`src/rtl/rx_pkg.sv`:
```
// Shared widths, defaults and FSM state type for the RX block assembler.
package rx_pkg;
    localparam int BYTE_W            = 8;
    localparam int DEFAULT_NUM_BYTES = 16;

    typedef enum logic {
        ST_FILL = 1'b0,
        ST_HOLD = 1'b1
    } state_t;
endpackage

```
`src/rtl/rx_byte_counter.sv`:
```
// Fill-slot counter: synchronous clear (priority) and increment, one cycle per update.
// Flags the final slot (last) and a fill buffer stalled full (full); no backpressure of its own.
module rx_byte_counter
    import rx_pkg::*;
#(
    parameter int NUM_BYTES = DEFAULT_NUM_BYTES,
    parameter int CNT_W     = $clog2(NUM_BYTES + 1)
) (
    input  logic             clk,
    input  logic             n_rst,
    input  logic             i_clear,
    input  logic             i_inc,
    output logic [CNT_W-1:0] o_count,
    output logic             o_last,
    output logic             o_full
);
    logic [CNT_W-1:0] r_count;

    always_ff @(posedge clk or negedge n_rst) begin
        if (!n_rst) begin
            r_count <= '0;
        end else if (i_clear) begin
            r_count <= '0;
        end else if (i_inc) begin
            r_count <= r_count + 1'b1;
        end
    end

    assign o_count = r_count;
    assign o_last  = (r_count == CNT_W'(NUM_BYTES - 1));
    assign o_full  = (r_count == CNT_W'(NUM_BYTES));
endmodule

```
`src/rtl/rx_block_assembler.sv`:
```
// Packs strobed bytes MSB-first into NUM_BYTES blocks; block_valid rises on the edge sampling the last byte.
// Held block waits for block_ready; strobes that cannot be stored are dropped with a one-cycle overrun pulse (RX_DOUBLE_BUFFER_EN adds a fill buffer).
module rx_block_assembler
    import rx_pkg::*;
#(
    parameter int NUM_BYTES = DEFAULT_NUM_BYTES
) (
    input  logic                              clk,
    input  logic                              n_rst,
    input  logic                              byte_strobe,
    input  logic [BYTE_W-1:0]                 byte_in,
    input  logic                              clear,
    input  logic                              block_ready,
    output logic                              block_valid,
    output logic [BYTE_W*NUM_BYTES-1:0]       block_out,
    output logic [$clog2(NUM_BYTES+1)-1:0]    fill_count,
    output logic                              overrun
);
    localparam int CNT_W = $clog2(NUM_BYTES + 1);
    localparam int BLK_W = BYTE_W * NUM_BYTES;

    state_t             r_state;
    state_t             w_state_nxt;
    logic               r_overrun;
    logic               w_overrun_nxt;
    logic [BLK_W-1:0]   r_fill;
    logic [BLK_W-1:0]   w_fill_wr_dat;
    logic               w_fill_wr;
    logic               w_cnt_clr;
    logic               w_cnt_inc;
    logic               w_last;
    logic               w_full;
    logic               w_transfer;
    logic [CNT_W-1:0]   w_count;
`ifdef RX_DOUBLE_BUFFER_EN
    logic [BLK_W-1:0]   r_out;
    logic               w_out_ld_new;
    logic               w_out_ld_fill;
`endif

    rx_byte_counter #(
        .NUM_BYTES (NUM_BYTES),
        .CNT_W     (CNT_W)
    ) u_byte_counter (
        .clk     (clk),
        .n_rst   (n_rst),
        .i_clear (w_cnt_clr),
        .i_inc   (w_cnt_inc),
        .o_count (w_count),
        .o_last  (w_last),
        .o_full  (w_full)
    );

    assign w_transfer = (r_state == ST_HOLD) && block_ready;

    // Fill buffer with the incoming byte merged at the current slot; slot 0 is the MSB byte.
    always_comb begin
        w_fill_wr_dat = r_fill;
        for (int k = 0; k < NUM_BYTES; k++) begin
            if (w_count == CNT_W'(k)) begin
                w_fill_wr_dat[BLK_W-BYTE_W*(k+1) +: BYTE_W] = byte_in;
            end
        end
    end

    always_comb begin
        w_state_nxt   = r_state;
        w_overrun_nxt = 1'b0;
        w_fill_wr     = 1'b0;
        w_cnt_clr     = 1'b0;
        w_cnt_inc     = 1'b0;
`ifdef RX_DOUBLE_BUFFER_EN
        w_out_ld_new  = 1'b0;
        w_out_ld_fill = 1'b0;
`endif
        if (clear) begin
            w_state_nxt = ST_FILL;
            w_cnt_clr   = 1'b1;
        end else begin
`ifdef RX_DOUBLE_BUFFER_EN
            if (w_transfer) begin
                w_state_nxt = ST_FILL;
            end
            if (w_full) begin
                // Stalled fill buffer: drop new bytes, hand over once the output drains.
                w_overrun_nxt = byte_strobe;
                if (w_transfer) begin
                    w_out_ld_fill = 1'b1;
                    w_cnt_clr     = 1'b1;
                    w_state_nxt   = ST_HOLD;
                end
            end else if (byte_strobe) begin
                w_fill_wr = 1'b1;
                if (w_last && ((r_state == ST_FILL) || w_transfer)) begin
                    w_out_ld_new = 1'b1;
                    w_cnt_clr    = 1'b1;
                    w_state_nxt  = ST_HOLD;
                end else begin
                    w_cnt_inc = 1'b1;
                end
            end
`else
            case (r_state)
                ST_FILL: begin
                    if (byte_strobe && !w_full) begin
                        w_fill_wr = 1'b1;
                        if (w_last) begin
                            w_cnt_clr   = 1'b1;
                            w_state_nxt = ST_HOLD;
                        end else begin
                            w_cnt_inc = 1'b1;
                        end
                    end
                end
                ST_HOLD: begin
                    w_overrun_nxt = byte_strobe;
                    if (block_ready) begin
                        w_state_nxt = ST_FILL;
                    end
                end
                default: w_state_nxt = ST_FILL;
            endcase
`endif
        end
    end

    always_ff @(posedge clk or negedge n_rst) begin
        if (!n_rst) begin
            r_state   <= ST_FILL;
            r_overrun <= 1'b0;
        end else begin
            r_state   <= w_state_nxt;
            r_overrun <= w_overrun_nxt;
        end
    end

    always_ff @(posedge clk or negedge n_rst) begin
        if (!n_rst) begin
            r_fill <= '0;
        end else if (w_fill_wr) begin
            r_fill <= w_fill_wr_dat;
        end
    end

`ifdef RX_DOUBLE_BUFFER_EN
    always_ff @(posedge clk or negedge n_rst) begin
        if (!n_rst) begin
            r_out <= '0;
        end else if (w_out_ld_new) begin
            r_out <= w_fill_wr_dat;
        end else if (w_out_ld_fill) begin
            r_out <= r_fill;
        end
    end

    assign block_out = r_out;
`else
    assign block_out = r_fill;
`endif

    assign block_valid = (r_state == ST_HOLD);
    assign overrun     = r_overrun;
    assign fill_count  = w_count;
endmodule
```
`config.mk`:
```
export PLATFORM = sky130hd
export DESIGN_NAME = rx_block_assembler
export DESIGN_NICKNAME = d
export VERILOG_FILES = /design/src/rtl/rx_pkg.sv /design/src/rtl/rx_byte_counter.sv /design/src/rtl/rx_block_assembler.sv
export SDC_FILE = /design/constraint.sdc
export NUM_CORES = 1
export LEC_CHECK = 0
export CAP_MARGIN = 30
export CELL_PAD_IN_SITES_DETAIL_PLACEMENT = 1
export CELL_PAD_IN_SITES_GLOBAL_PLACEMENT = 2
export CORE_MARGIN = 3
export CORE_UTILIZATION = 35
export CTS_CLUSTER_DIAMETER = 30
export CTS_CLUSTER_SIZE = 12
export DETAILED_ROUTE_END_ITERATION = 12
export HOLD_SLACK_MARGIN = 0.03
export MAX_ROUTING_LAYER = met4
export PLACE_DENSITY_LB_ADDON = 0.3
export SLEW_MARGIN = 30
export SYNTH_ARGS = -nofsm -noshare
export SYNTH_HDL_FRONTEND = slang
export SYNTH_SLANG_ARGS = --single-unit
```
`constraint.sdc`:
```
create_clock -name clk -period 4.38 [get_ports clk]
set_input_delay 1.095 -clock clk [delete_from_list [all_inputs] [get_ports clk]]
set_output_delay 1.095 -clock clk [all_outputs]
set_load 0.02 [all_outputs]
```
==> results of run 1 <==
==> worst paths after layout <==
kind                       slack (ns)                             startpoint  depth (start not counted)                                     to
max                              1.53  u_byte_counter.o_count[3]$_DFFE_PN0P_                          1                          fill_count[3]
min                              0.50             block_out[107]$_DFFE_PN0P_                          1             block_out[107]$_DFFE_PN0P_
max reg2reg                      2.12  u_byte_counter.o_count[0]$_DFFE_PN0P_                          5  u_byte_counter.o_count[3]$_DFFE_PN0P_
min reg2reg                      0.50             block_out[107]$_DFFE_PN0P_                          1             block_out[107]$_DFFE_PN0P_
max in group asynchronous        2.78                                  n_rst                          2              block_out[27]$_DFFE_PN0P_
min in group asynchronous        0.71                                  n_rst                          1              block_out[19]$_DFFE_PN0P_
==> cell families (layout without fill, tap and decap cells) <==
logic type | Yosys count | after routing | share of synthesized area, %
compound gates | 10 | 10 | 1.23
buf+inv | 21 | 185 | 2.09
mux | 128 | 128 | 26.7
simple gates | 39 | 39 | 6.10
fa+ha+maj | 5 | 5 | 1.16
flops | 135 | 135 | 62.7
==> sequential cells by signal (all words and copies together) (netlist names) <==
register                cells
overrun                     1
block_valid                 1
block_out                 128
u_byte_counter.o_count      5
==> per-layer routing <==
layer | track usage, % | up-vias | share of wire (%)
met1 | 23.3 | 1791 | 43
met4 | 5.68 | 0 | 1.1
met3 | 7.25 | 12 | 6.3
li1 | - | 1516 | -
met5 | - | - | 0
met2 | 29.5 | 97 | 49
==> per-stage QoR <==
| stage | util (%) | worst slack [ns] | hold slack, ns |
|---|---|---|---|
| 4_1_cts | 51.2 | 1.52 | 0.506 |
| 2_1_floorplan | - | 2.03 | 0.635 |
| 3_3_place_gp | 47.3 | 1.25 | 0.488 |
| 3_5_place_dp | 47.3 | 1.16 | 0.494 |
| 5_1_grt | 51.3 | 1.46 | 0.513 |
| 6_report | 51.3 | 1.53 | 0.501 |
==> Yosys cell counts <==
library cell and count:
nand4bb_1 1, nor4b_4 1, or3_1 2, o211ai_1 2, ha_1 5, a32oi_1 1, nand3_4 2, and4_1 3
nor3b_1 1, a31oi_1 1, inv_1 4, o21ai_0 3, and3_1 2, nand4b_1 1, buf_2 3, nor3b_2 3
nand3_1 1, dfrtp_1 135, nand2_1 3, buf_4 4, a21oi_1 1, nand3_2 1, nand4_2 1, nand2_2 9
o31ai_1 1, clkbuf_1 8, and4bb_2 2, nand2b_1 1, o41ai_1 1, nor2b_1 1, mux2_2 128, buf_6 2
nor4bb_1 1, nor2_1 3
==> power breakdown <==
group          switching, mW  internal [mW]
Sequential            0.0657           1.37
Clock                  0.523          0.880
Combinational          0.301          0.299
Total                  0.890           2.54
==> layout make-up <==
class / instances / area [um2]
flip-flops and latches: 135 / 3380
inverters: 4 / 15.0
clock inverters: 8 / 96.3
fillers: 1418 / 7220
well taps: 184 / 230
clock buffers: 24 / 482
multi-input cells: 182 / 1900
repair buffers: 149 / 1490
==> results_tabular.tex, run 1 <==
\begin{tabular}{lr}
\hline
Metric & Value \\
\hline
\multicolumn{2}{l}{\textbf{Status}} \\
Result of the run & completed \\
\multicolumn{2}{l}{\textbf{CTS}} \\
CTS buffer count & 17 \\
Post-CTS Hold Buffers & 0 \\
Post-cts repair resize count & 0 \\
CTS clk-pin slew, worst paths & 0.06 ns \\
Clock buffer depth & 2 \\
Clock root cell & clkbuf\_16 \\
TritonCTS clock tree & yes \\
Number of H-tree levels & 4 \\
Number of buffers inserted by post-CTS setup repair & 0 \\
Worst-skew pair later-pin latency & 0.42 ns \\
Number of clock sinks & 135 \\
\multicolumn{2}{l}{\textbf{Cells and area}} \\
Final nets & 507 \\
Most common library cell in the layout ignoring fill and taps & clkdlybuf4s50\_1 \\
Fin area & 7590 um2 \\
Number of diodes added for antenna fixing & 0 \\
Leading cell types in the layout, fill and taps excluded & clkdlybuf4s50\_1 (146), dfrtp\_1 (135), mux2\_2 (128) \\
Share of cells above drive strength 1 & 35.5\% \\
Area growth, synth to finish & 40.8\% \\
Layout Cells excl Fill & 686 \\
\multicolumn{2}{l}{\textbf{Die}} \\
Site Rows & 44 \\
Die width & 130 um \\
Height of the die & 130 um \\
Effective utilization at floorplan & 36.4\% \\
Number of I/O pins & 148 \\
Area of the placeable core & 14800 um2 \\
Die area & 16900 um2 \\
\multicolumn{2}{l}{\textbf{Drt}} \\
Detailed Route WL & 14900 um \\
Residual DRC & 0 \\
Wirelength per Cell & 21.8 um \\
Number of antenna-violating nets in the routed design & 0 \\
Ratio of routed vias to standard cells & 4.98 \\
Vias & 3416 \\
DRT iter0 DRCs & 96 \\
First drt pass iteration count & 4 \\
\multicolumn{2}{l}{\textbf{Synth}} \\
Fraction of the yosys area taken by sequential cells & 62.7\% \\
Cell Area, Synth & 5390 um2 \\
Cell taking the most area after synthesis & dfrtp\_1 \\
Number of distinct library cells after synthesis & 34 \\
Synthesized net count & 356 \\
Yosys top cell area share & 62.7\% \\
Top cells by area, synth & dfrtp\_1 (63\%), mux2\_2 (27\%), ha\_1 (1.2\%) \\
Synth Area per Inst & 15.9 um2 \\
Synth warn & 0 \\
Register bit total from synthesis & 135 \\
Number of cells produced by synthesis & 338 \\
\multicolumn{2}{l}{\textbf{STA}} \\
RSZ-0062 raised after global routing & false \\
Setup TNS after final layout & 0 ns \\
Part of the cycle the worst path needs & 65.0\% \\
Worst slew pin tran & 0.819 ns \\
Count of endpoints failing setup in the final report & 0 \\
Highest attainable clock frequency & 351 MHz \\
Clock Skew & 0.00535 ns \\
Final hold violation count & 0 \\
Final critical delay including setup and external delays & 2.85 ns \\
Slew headroom & 45.2\% \\
Number of max-slew violations in the final report & 0 \\
\multicolumn{2}{l}{\textbf{Critical path}} \\
Sequence of cells on the critical path & clkdlybuf4s50\_1 \\
Data arrival time at the worst-slack endpoint & 1.75 ns \\
Data required time at the worst endpoint & 3.28 ns \\
Class of the most critical setup path & flip-flop to output port \\
Worst stage delay on the critical path & 0.72 ns \\
Slowest cell on crit path & clkdlybuf4s50\_1 \\
Kind of end point of the critical path & output port \\
Number of buffers and inverters on the critical path & 1 \\
Crit-path max FO & 13 \\
Worst setup SP type & flip-flop \\
Gate family responsible for the most delay along the worst path & buffers and inverters \\
\multicolumn{2}{l}{\textbf{GRT}} \\
First-pass GRT wire length & 22900 um \\
Antenna violations before repair & 0 \\
GRT Overall Usage & 19.0\% \\
Global route overflow & 0 \\
Largest net degree at the start of global routing & 96 \\
Via count of the first global-routing pass & 3852 \\
\multicolumn{2}{l}{\textbf{Placement}} \\
Detailed placement HPWL & 10100 um \\
Routability congestion estimate from global placement & 0.728 \\
Number of buffers added on ports & 147 \\
Dpl cell area & 7010 um2 \\
Cell count after placement & 654 \\
\multicolumn{2}{l}{\textbf{Pwr}} \\
Leakage power figure & 3.53 nW \\
Cell area power density & 452 nW/um2 \\
Total power of the final layout & 3.43 mW \\
Highest ir drop seen on vdd & 0.000306 V \\
\multicolumn{2}{l}{\textbf{Job}} \\
Max-Cap Viols & 0 \\
\multicolumn{2}{l}{\textbf{Worst hold path}} \\
Kind of path behind the tightest hold check & flip-flop to flip-flop \\
\hline
\end{tabular}
(Power assumes the default switching activity.)
==> run 2, diff against run 1 <==
Settings changed: CORE_UTILIZATION 35 to 30.
Clock period 4.38 ns to 2.5 ns, I/O delays scaled along.
==> run 2 against run 1 <==
  * Wire length grew 2.1%
  * Die area grew 16%
  * Sequential power grew 76%
  * Flip-flop and latch count is the same
  * Utilization shrank 6.4 points
  * Design area grew 2.9%
  * Largest power group unchanged
  * Clock skew grew 0.0095 ns
==> results_tabular.tex, run 2 (synthesis results as in run 1) <==
\begin{tabular}{lr}
\hline
Metric & Value \\
\hline
\multicolumn{2}{l}{\textbf{CTS}} \\
Post-CTS Hold Buffers & 0 \\
TritonCTS clock tree & yes \\
Clock root cell & clkbuf\_16 \\
Number of buffers inserted by post-CTS setup repair & 0 \\
CTS buffer count & 17 \\
Post-cts repair resize count & 0 \\
Clock buffer depth & 2 \\
CTS clk-pin slew, worst paths & 0.06 ns \\
Worst-skew pair later-pin latency & 0.41 ns \\
Number of clock sinks & 135 \\
Number of H-tree levels & 4 \\
\multicolumn{2}{l}{\textbf{GRT}} \\
GRT Overall Usage & 16.7\% \\
Antenna violations before repair & 0 \\
Global route overflow & 0 \\
Via count of the first global-routing pass & 4019 \\
Largest net degree at the start of global routing & 67 \\
First-pass GRT wire length & 24100 um \\
\multicolumn{2}{l}{\textbf{Critical path}} \\
Worst stage delay on the critical path & 0.70 ns \\
Number of buffers and inverters on the critical path & 1 \\
Crit-path max FO & 13 \\
Data arrival time at the worst-slack endpoint & 1.72 ns \\
Class of the most critical setup path & flip-flop to output port \\
Worst setup SP type & flip-flop \\
Gate family responsible for the most delay along the worst path & buffers and inverters \\
Data required time at the worst endpoint & 1.88 ns \\
Sequence of cells on the critical path & clkdlybuf4s50\_1 \\
Slowest cell on crit path & clkdlybuf4s50\_1 \\
Kind of end point of the critical path & output port \\
\multicolumn{2}{l}{\textbf{STA}} \\
Highest attainable clock frequency & 427 MHz \\
RSZ-0062 raised after global routing & false \\
Clock Skew & 0.0149 ns \\
Slew headroom & 58.1\% \\
Count of endpoints failing setup in the final report & 0 \\
Number of max-slew violations in the final report & 0 \\
Worst slew pin tran & 0.629 ns \\
Part of the cycle the worst path needs & 93.7\% \\
Setup TNS after final layout & 0 ns \\
Final critical delay including setup and external delays & 2.34 ns \\
Final hold violation count & 0 \\
\multicolumn{2}{l}{\textbf{Drt}} \\
Ratio of routed vias to standard cells & 4.72 \\
Number of antenna-violating nets in the routed design & 0 \\
First drt pass iteration count & 4 \\
Vias & 3519 \\
Residual DRC & 0 \\
Detailed Route WL & 15200 um \\
Wirelength per Cell & 20.4 um \\
DRT iter0 DRCs & 121 \\
\multicolumn{2}{l}{\textbf{Placement}} \\
Cell count after placement & 715 \\
Routability congestion estimate from global placement & 0.778 \\
Detailed placement HPWL & 10700 um \\
Number of buffers added on ports & 147 \\
\multicolumn{2}{l}{\textbf{Die}} \\
Height of the die & 140 um \\
Die area & 19600 um2 \\
Effective utilization at floorplan & 30.9\% \\
Number of I/O pins & 148 \\
Site Rows & 48 \\
Area of the placeable core & 17400 um2 \\
Die width & 140 um \\
\multicolumn{2}{l}{\textbf{Status}} \\
Result of the run & completed \\
\multicolumn{2}{l}{\textbf{Cells and area}} \\
Number of flip-flops in the largest register & 128 \\
Share of cells above drive strength 1 & 38.0\% \\
Most common library cell in the layout ignoring fill and taps & clkdlybuf4s50\_1 \\
Layout Cells excl Fill & 746 \\
Number of diodes added for antenna fixing & 0 \\
Leading cell types in the layout, fill and taps excluded & clkdlybuf4s50\_1 (146), dfrtp\_1 (135), mux2\_2 (128) \\
Number of inserted filler cells in the final layout & 1745 \\
Final nets & 527 \\
Register area & 3380 um2 \\
Combined area of the multi-input logic cells & 1900 um2 \\
Area growth, synth to finish & 44.9\% \\
\multicolumn{2}{l}{\textbf{Pwr}} \\
Highest ir drop seen on vdd & 0.000462 V \\
Cell area power density & 772 nW/um2 \\
Leakage power figure & 3.63 nW \\
\multicolumn{2}{l}{\textbf{Job}} \\
Max-Cap Viols & 0 \\
\multicolumn{2}{l}{\textbf{Worst hold path}} \\
Kind of path behind the tightest hold check & input pin to async pin \\
\hline
\end{tabular}
[run 2: metal layers]
layer,GRT usage (%),vias up,share of wire [%]
li1,-,1548,-
met1,19.6,1872,42
met2,28.1,91,52
met3,4.64,8,4.4
met4,5.05,0,1.3
met5,-,-,0
[run 2: through the flow]
stage	power, mW	setup slack, ns	utilization (%)	instance area, um2	hold slack (ns)
6_report	6.03	0.158	44.8	7810	0.208
3_3_place_gp	3.63	0.0919	41.6	7240	0.489
4_1_cts	6.13	0.152	44.8	7810	0.228
5_1_grt	6.32	0.0691	44.8	7810	0.234
2_1_floorplan	3.02	0.418	-	5390	0.329
3_5_place_dp	3.65	0.0126	41.6	7240	0.493
[run 2: report_power, final]
group / switching [mW] / internal, mW / total [mW]
combinational: 0.539 / 0.545 / 1.08
clock: 0.901 / 1.54 / 2.44
sequential: 0.116 / 2.39 / 2.51
[run 2: cell type report]
cell class	instances	share of cell area (%)
tap	225	3.60
timing repair buffer	169	21.3
sequential	135	43.2
clock inverter	8	1.23
inverter	4	0.192
multi-input combinational	182	24.3
clock buffer	23	6.12
[run 2: worst paths after layout]
kind                                                       start                                     to  slack [ns]  cells after the start
setup / recovery           u_byte_counter.o_count[3]$_DFFE_PN0P_                          fill_count[3]        0.16                      1
hold / removal                                             n_rst              block_out[11]$_DFFE_PN0P_        0.21                      1
setup reg to reg           u_byte_counter.o_count[0]$_DFFE_PN0P_  u_byte_counter.o_count[3]$_DFFE_PN0P_        0.45                      5
hold reg to reg                        block_out[60]$_DFFE_PN0P_              block_out[60]$_DFFE_PN0P_        0.50                      1
max in group asynchronous                                  n_rst             block_out[111]$_DFFE_PN0P_        1.63                      2
min in group clk                       block_out[60]$_DFFE_PN0P_              block_out[60]$_DFFE_PN0P_        0.50                      1
